## config.mk

```make
export PLATFORM = sky130hd
export DESIGN_NAME = pipe_data_path
export DESIGN_NICKNAME = d
export VERILOG_FILES = /design/src/rtl/pipe_data_path.sv
export SDC_FILE = /design/constraint.sdc
export NUM_CORES = 2
export LEC_CHECK = 0
export BUFFER_PORTS_ARGS = -buffer_cell sky130_fd_sc_hd__buf_2
export CAP_MARGIN = 10
export CELL_PAD_IN_SITES_DETAIL_PLACEMENT = 1
export CELL_PAD_IN_SITES_GLOBAL_PLACEMENT = 2
export CORE_MARGIN = 2
export CORE_UTILIZATION = 50
export DETAILED_ROUTE_END_ITERATION = 12
export PLACE_DENSITY_LB_ADDON = 0.1
export RECOVER_POWER = 50
export SLEW_MARGIN = 20
export SYNTH_ARGS = -nofsm -noshare
export SYNTH_HDL_FRONTEND = slang
export SYNTH_SLANG_ARGS = --single-unit
```

## constraint.sdc

```tcl
create_clock -name clk -period 8.92 [get_ports clk]
set_clock_uncertainty 0.2 [all_clocks]
set_input_delay 0 -clock clk [delete_from_list [all_inputs] [get_ports clk]]
set_output_delay 0 -clock clk [all_outputs]
set_load 0.005 [all_outputs]
```

## src/rtl/pipe_data_path.sv

```systemverilog
// pipe_data_path: three-stage (ID / EX / WB) register-file + ALU datapath.
//
// Ports:
//   clk, rst_n      rising-edge clock, asynchronous active-low reset
//   in_valid        instruction issued this cycle (ID stage)
//   stall           freeze all pipeline state and suppress the RF write
//   RegWrite        issued instruction writes rd
//   ALUsrc          1: operand B = ImmOp, 0: operand B = rs2 value
//   ALUctrl         ADD SUB AND OR XOR SLT SLL SRL (000..111)
//   rs1, rs2, rd    register indices
//   ImmOp           sign-extended immediate
//   result          WB-stage ALU result
//   result_valid    WB stage holds a valid instruction
//   EQ              WB-stage flag, operand A == post-mux operand B
//   a0              combinational read of register REG_A0
//
// Operands are bypassed from EX (live ALU output) before WB (registered
// result) before the register file, so back-to-back dependent instructions
// see in-order results. The RF is written at the edge that ends WB.
module pipe_data_path #(
    parameter int ADDRESS_WIDTH = 5,
    parameter int DATA_WIDTH    = 32,
    parameter int REG_A0        = 10
) (
    input  logic                     clk,
    input  logic                     rst_n,
    input  logic                     in_valid,
    input  logic                     stall,
    input  logic                     RegWrite,
    input  logic                     ALUsrc,
    input  logic [2:0]               ALUctrl,
    input  logic [ADDRESS_WIDTH-1:0] rs1,
    input  logic [ADDRESS_WIDTH-1:0] rs2,
    input  logic [ADDRESS_WIDTH-1:0] rd,
    input  logic [DATA_WIDTH-1:0]    ImmOp,
    output logic [DATA_WIDTH-1:0]    result,
    output logic                     result_valid,
    output logic                     EQ,
    output logic [DATA_WIDTH-1:0]    a0
);
    localparam int NUM_REGS = 2**ADDRESS_WIDTH;
    localparam int SHAMT_W  = $clog2(DATA_WIDTH);

    localparam logic [2:0] OP_ADD = 3'b000;
    localparam logic [2:0] OP_SUB = 3'b001;
    localparam logic [2:0] OP_AND = 3'b010;
    localparam logic [2:0] OP_OR  = 3'b011;
    localparam logic [2:0] OP_XOR = 3'b100;
    localparam logic [2:0] OP_SLT = 3'b101;
    localparam logic [2:0] OP_SLL = 3'b110;
    localparam logic [2:0] OP_SRL = 3'b111;

    typedef struct packed {
        logic                     rw;   // already gated by in_valid
        logic [ADDRESS_WIDTH-1:0] rd;
        logic [2:0]               op;
        logic [DATA_WIDTH-1:0]    a;
        logic [DATA_WIDTH-1:0]    b;    // post-mux operand B
    } id_ex_t;

    typedef struct packed {
        logic                     rw;
        logic [ADDRESS_WIDTH-1:0] rd;
        logic [DATA_WIDTH-1:0]    res;
        logic                     eq;
    } ex_wb_t;

    // vld_pipe[0] = EX stage valid, vld_pipe[1] = WB stage valid
    logic [1:0]                            vld_pipe_q, vld_pipe_d;
    id_ex_t                                ex_q, ex_d;
    ex_wb_t                                wb_q, wb_d;
    logic [NUM_REGS-1:0][DATA_WIDTH-1:0]   rf_q, rf_d;

    logic [DATA_WIDTH-1:0]                 alu_out;
    logic [1:0][ADDRESS_WIDTH-1:0]         rs_idx;
    logic [1:0][DATA_WIDTH-1:0]            opnd;
    logic [DATA_WIDTH-1:0]                 op_b;
    logic                                  rf_we;

    // EX-stage ALU
    always_comb begin
        alu_out = '0;
        case (ex_q.op)
            OP_ADD:  alu_out = ex_q.a + ex_q.b;
            OP_SUB:  alu_out = ex_q.a - ex_q.b;
            OP_AND:  alu_out = ex_q.a & ex_q.b;
            OP_OR:   alu_out = ex_q.a | ex_q.b;
            OP_XOR:  alu_out = ex_q.a ^ ex_q.b;
            OP_SLT:  alu_out[0] = $signed(ex_q.a) < $signed(ex_q.b);
            OP_SLL:  alu_out = ex_q.a << ex_q.b[SHAMT_W-1:0];
            OP_SRL:  alu_out = ex_q.a >> ex_q.b[SHAMT_W-1:0];
            default: alu_out = '0;
        endcase
    end

    // ID-stage operand read with bypass; index 0 short-circuits to zero so
    // a discarded write to x0 can never be forwarded.
    assign rs_idx = {rs2, rs1};

    always_comb begin
        opnd = '0;
        for (int i = 0; i < 2; i++) begin
            if (rs_idx[i] == '0)
                opnd[i] = '0;
            else if (vld_pipe_q[0] && ex_q.rw && ex_q.rd == rs_idx[i])
                opnd[i] = alu_out;
            else if (vld_pipe_q[1] && wb_q.rw && wb_q.rd == rs_idx[i])
                opnd[i] = wb_q.res;
            else
                opnd[i] = rf_q[rs_idx[i]];
        end
    end

    assign op_b = ALUsrc ? ImmOp : opnd[1];

    // Next state: stall holds everything, including the RF.
    always_comb begin
        vld_pipe_d = vld_pipe_q;
        ex_d       = ex_q;
        wb_d       = wb_q;
        rf_d       = rf_q;
        rf_we      = !stall && vld_pipe_q[1] && wb_q.rw && (wb_q.rd != '0);
        if (!stall) begin
            vld_pipe_d = {vld_pipe_q[0], in_valid};
            ex_d.rw    = in_valid & RegWrite;
            ex_d.rd    = rd;
            ex_d.op    = ALUctrl;
            ex_d.a     = opnd[0];
            ex_d.b     = op_b;
            wb_d.rw    = ex_q.rw;
            wb_d.rd    = ex_q.rd;
            wb_d.res   = alu_out;
            wb_d.eq    = (ex_q.a == ex_q.b);
        end
        if (rf_we)
            rf_d[wb_q.rd] = wb_q.res;
    end

    always_ff @(posedge clk or negedge rst_n) begin
        if (!rst_n) begin
            vld_pipe_q <= '0;
            ex_q       <= '0;
            wb_q       <= '0;
            rf_q       <= '0;
        end else begin
            vld_pipe_q <= vld_pipe_d;
            ex_q       <= ex_d;
            wb_q       <= wb_d;
            rf_q       <= rf_d;
        end
    end

    assign result       = wb_q.res;
    assign result_valid = vld_pipe_q[1];
    assign EQ           = wb_q.eq;
    assign a0           = rf_q[REG_A0];

endmodule

```

======== Word-level counts from Yosys, hierarchy flattened ========
Index checks and enable logic that the tools add are counted.
operators by class
  $add $sub $neg .......................... 2
  magnitude comparators ................... 5
  equality and inequality tests ........... 12
  shifts and indexed selects .............. 2
  multiplexer cells ....................... 16
  bitwise logic cells ..................... 4
  reductions and logical operators ........ 15
operators by type and width
  cell                count
  $bwmux 1024         1
  $bmux 32 s5         2
  $mux 32             10
  $pmux 31 s7         1
  $demux 32 s5        1
  $add 32x32->32      1
  $and 32x32->32      1
  $eq 32x32->1        1
  $lt 32x32->1        1
  $or 32x32->32       1
  $shl 32x5->32       1
  $shr 32x5->32       1
  $sub 32x32->32      1
  $xor 32x32->32      1
  $eq 5x5->1          4
  $lt 5x6->1 const B  3
  $eq 3x3->1 const B  4
  $logic_and 1x1->1   10
  $logic_not 5->1     2
  $pmux 1 s8          1
  $eq 3x2->1 const B  2
  $ge 5x1->1 const B  1
  $reduce_bool 5->1   1
  $eq 3x1->1 const B  1
  other kinds (3)     3
storage, ports and cells
  flip-flop bits (word level) ............. 1138
  output and inout bits ................... 66
  logic and storage cells ................. 98

======== Logic depth before layout (Yosys ltp) ========
  depth in word-level cells ............... 6
  gate-level depth with buffers ........... 16
  mapped depth without buffers ............ 13

======== Worst setup path after synthesis ========
No wires, ideal clock.
  kind .................................... register to register
  start point ............................. register ex_q[2] (netlist name)
  end point ............................... register ex_q[20] (netlist name)
  library setup time ...................... 0.126 ns
  arrival time ............................ 3.474 ns
  required time ........................... 8.594 ns
  path slack .............................. 5.120 ns
  stages on the path, launching flop included .. 17
  buffers on the path ..................... 4
  period minus slack after synthesis ...... 3.800 ns
  path through ............................ dfrtp_1 -> buf_2 -> inv_1 -> buf_2 -> clkbuf_1 -> ha_1 -> buf_6 -> a21oi_1 -> nor2_1 -> nor4b_4 -> nor3_1 -> o32ai_2 -> nor2_1 -> o31ai_2 -> xnor2_1 -> o21ai_2 -> o311a_1
between the ends
  longest elaborated chain between the ends .. 5
  elaborated cells between the ends (all ways) .. 8
  classes of those cells .................. add/sub (2); shift (2); mux (4)
RTL lines
  item                                          line  source
  start: declaration                            70    id_ex_t ex_q, ex_d;
  start signal: assignment                      142   ex_q <= '0;
  start signal: assignment                      147   ex_q <= ex_d;
  $sub 32x32->32, or another cell as far along  85    OP_SUB: alu_out = ex_q.a - ex_q.b;
  $pmux 31 s7 (*)                               83    case (ex_q.op)
  $mux 32 (*)                                   105   else if (vld_pipe_q[0] && ex_q.rw && ex_q.rd == rs_idx[i])
  $mux 32 (*)                                   103   if (rs_idx[i] == '0)
  $mux 32 (*)                                   114   assign op_b = ALUsrc ? ImmOp : opnd[1];
Every way passes the cells marked *; elsewhere a longest branch is shown, timed or not.
A chain may end at the register's enable or synchronous reset.

==> summary.md <==
| Metric | Value |
|---|---|
| Run status | finished with violations |
| Violations in the final reports | capacitance limit, slew limit |
| Number of synthesized register bits | 1138 |
| RSZ-0062 raised after global routing | no |
| Combined buffer and inverter count along the critical path | 5 |
| Die width | 374.1 um |
| CTS clock-pin slew for the worst setup and hold paths | 0.06 ns |
| Primary FF master, synth | sky130_fd_sc_hd__dfrtp_1 |
| Number of warnings printed during yosys synthesis | 0 |
| Initial core utilization | 50.48% |
| Via count of the first global-routing pass | 50050 |
| Most frequent cells in the layout | sky130_fd_sc_hd__dfrtp_1 (1133), sky130_fd_sc_hd__mux2_2 (997), sky130_fd_sc_hd__mux4_2 (669), sky130_fd_sc_hd__nor2_1 (262), sky130_fd_sc_hd__a21oi_1 (216) |
| Routed wire length | 247500 um |
| Worst EP required | 8.54 ns |
| Most common cell after layout, fill and taps aside | sky130_fd_sc_hd__dfrtp_1 |
| Reg-to-reg startpoint | ex_q[48]$_DFFE_PN0N_ |
| Fraction of synthesized cell area taken by the top area cell type | 41.59% |
| Static power due to leakage | 33.82 nW |
| CP startpoint kind | primary input |
| Final count of hold timing violations | 0 |
| CP Capture Type | asynchronous set/reset pin |
| Final weighted congestion in routability-driven placement | 1.001 |
| Peak supply drop | 0.0001643 V |
| Ports | 122 |
| Worst stage delay on the critical path | 3.21 ns |
| CTS sink count | 1138 |
| Share of cells above drive strength 1 | 41.98% |
| Die area | 139900 um2 |
| FMAX | 165.0 MHz |
| Slowest stage cell, crit path | sky130_fd_sc_hd__clkbuf_2 |
| Critical-path cell list | dlygate4sd3_1 -> dlygate4sd3_1 -> clkbuf_1 -> buf_12 -> clkbuf_2 |
| Post-synth net total | 5309 |
| Count of port buffers added during placement | 121 |
| Site Rows | 135 |
| Power density of the placed cells | 190.7 nW/um2 |
| Total Nets Final | 5203 |
| Tcrit/Tclk final | 67.94% |
| Per-cell via count in the routed design | 6.913 |
| Launching instance or port of the critical path | rst_n |
| Height of the die | 374.1 um |
| DRC errors left | 0 |
| Maximum count of clock buffers along a single path | 3 |
| Netlist area before placement | 68480 um2 |
| Estimated wirelength of the detail-placed design | 149900 um |
| Distinct cell type count after synthesis | 98 |
| Overall overflow remaining after global route | 0 |
| Largest net degree at the start of global routing | 179 |
| Launch point of the worst hold path | ImmOp[25] |
| Synth Instances | 5140 |
| Level count of the clock H-tree | 4 |
| Clock buffers created by TritonCTS | 134 |
| Worst skew pair latency | 0.79 ns |
| Worst slew slack as a fraction of its limit | -202.6% |
| Clock tree from TritonCTS | done |
| CP most frequent cell | sky130_fd_sc_hd__dlygate4sd3_1 |
| Cells resized by post-CTS repair | 0 |
| Critical Setup Path Class | primary input to asynchronous set/reset pin |
| Max-slew violation total from the final report | 1229 |
| Cell type with the largest total area after synthesis | sky130_fd_sc_hd__dfrtp_1 |
| Psw | 4.355 mW |
| Highest net fanout along the worst path | 178 |
| Worst Hold Class | primary input to flip-flop |
| Final instance area | 75380 um2 |
| Wire length per cell | 35.77 um |
| Share of power burned in the clock network | 39.4% |
| Relative contribution of sequential cells to total power | 42.4% |
| TNS Setup | 0 ns |
| Fraction of registers with async set or reset after synthesis | 100.0% |
| Remaining antenna violation count | 0 |
| Internal Dissipation | 10.02 mW |
| Crit-path leading delay family | buffers and inverters |
| Fraction of power spent switching nets | 30.29% |
| Layout area overhead | 10.08% |
| Root buffer selected by CTS | sky130_fd_sc_hd__clkbuf_16 |
| Worst-Margin Slew | 4.539 ns |
| Combinational fraction of design power | 18.3% |
| Setup bufs post-CTS | 0 |
| Vias | 47830 |
| First-pass GRT wire length | 362500 um |
| Critical Path AT | 5.69 ns |
| Count of flip-flops with a built-in enable after synthesis | 0 |
| Max capacitance violation total | 20 |
| Mean instance size in the synthesized netlist | 13.32 um2 |
| Placeable core region | 135600 um2 |
| Number of fillers in the final layout | 13060 |
| Cell types occupying the most area after synthesis | sky130_fd_sc_hd__dfrtp_1 (42%), sky130_fd_sc_hd__mux4_2 (22%), sky130_fd_sc_hd__mux2_2 (16%) |
| DRT iter0 DRCs | 5259 |
| Initial antenna violation count | 12 |
| Number of setup violations in the final report | 0 |
| Final critical delay including setup and external delays | 6.060 ns |
| Count of hold buffers inserted by post-cts repair | 118 |
| Placement-stage cell area | 69800 um2 |
| TritonRoute pass-1 iters | 8 |
| Tot GR Track Use | 35.65% |
| Register area share after synthesis | 41.59% |
-- state kept, by name, summed over array words and instances (netlist names) --
register,flops
a0,32
ex_q,73
rf_q,992
wb_q,6
result,32
EQ,1
vld_pipe_q,2
-- tightest hold or removal path, cell delays in order --
cell                            delay (ns)
sky130_fd_sc_hd__dlygate4sd3_1        0.54
sky130_fd_sc_hd__buf_2                0.19
sky130_fd_sc_hd__a222oi_1             0.10
sky130_fd_sc_hd__a21bo_1              0.19
-- final timing paths --
| kind | depth (start not counted) | slack (ns) | end |
|---|---|---|---|
| worst max-delay path | 5 | 2.86 | rf_q[258]$_DFFE_PN0P_ |
| worst min-delay path | 4 | 0.08 | ex_q[25]$_DFFE_PN0N_ |
| worst max register to register | 14 | 3.25 | ex_q[17]$_DFFE_PN0N_ |
| worst min register to register | 0 | 0.19 | rf_q[12]$_DFFE_PN0P_ |
| max in group clk | 14 | 3.25 | ex_q[17]$_DFFE_PN0N_ |
| min in group asynchronous | 4 | 0.63 | rf_q[471]$_DFFE_PN0P_ |
-- cell families (layout without fill, tap and decap cells) --
| group | Yosys count | in the layout | synth area share [%] |
|---|---|---|---|
| buf+inv | 701 | 697 | 4.581 |
| simple gates | 649 | 649 | 4.157 |
| xor+xnor | 42 | 42 | 0.5372 |
| compound gates | 712 | 712 | 6.911 |
| mux | 1785 | 1785 | 40.14 |
| flops | 1138 | 1138 | 41.59 |
| other cells | 0 | 2 | 0 |
| fa+ha+maj | 113 | 113 | 2.087 |
-- final cells by class --
| type | instances | area (um2) | area share (%) |
|---|---|---|---|
| multi-input combinational | 3301 | 37010 | 49.11 |
| sequential | 1138 | 28490 | 37.80 |
| clock buffer | 199 | 3991 | 5.295 |
| timing repair buffer | 354 | 2710 | 3.595 |
| tap | 1781 | 2228 | 2.956 |
| clock inverter | 39 | 543.0 | 0.7204 |
| inverter | 105 | 395.4 | 0.5245 |
| antenna | 2 | 5.005 | 0.006640 |
-- metrics by stage --
step / util [%] / hold slack, ns / worst slack [ns] / instances / power (mW)
4_1_cts: 55.69 / 0.008991 / 3.534 / 6916 / 14.45
3_3_place_gp: 51.46 / -0.1960 / 4.528 / 6560 / 8.646
2_1_floorplan: - / -0.4956 / 5.120 / 5140 / 7.763
6_report: 55.57 / 0.08375 / 2.860 / 6919 / 14.38
5_1_grt: 55.57 / 0.06650 / 1.884 / 6917 / 14.90
3_5_place_dp: 51.46 / -0.1902 / 4.538 / 6560 / 8.720
-- Yosys cell counts (all sizes together) (33+ instances only) --
master	number
a211oi	69
a21oi	217
buf	260
clkbuf	336
dfrtp	1138
ha	111
inv	104
mux2	998
mux2i	118
mux4	669
nand2	214
nor2	270
nor3	33
o21ai	175
-- layer usage --
metal	part of all wire [%]	up-vias	wire length [um]	GRT usage (%)
li1	-	19360	-	-
met1	42	25990	103800	50.61
met2	45	2002	112200	53.63
met3	8.2	481	20400	7.461
met4	4.5	4	11080	14.66
met5	0.014	-	35	0
-- power groups by stage --
| stage | sequential (mW) | combinational (mW) | clock, mW |
|---|---|---|---|
| 6_report | 6.09 | 2.63 | 5.66 |
| 5_1_grt | 6.16 | 2.80 | 5.95 |
| 4_1_cts | 6.07 | 2.62 | 5.75 |
| 3_5_place_dp | 6.16 | 2.56 | 0 |
| 3_3_place_gp | 6.12 | 2.53 | 0 |
| 2_1_floorplan | 5.88 | 1.88 | 0 |
Note: power is estimated with default switching activity, not from simulation.
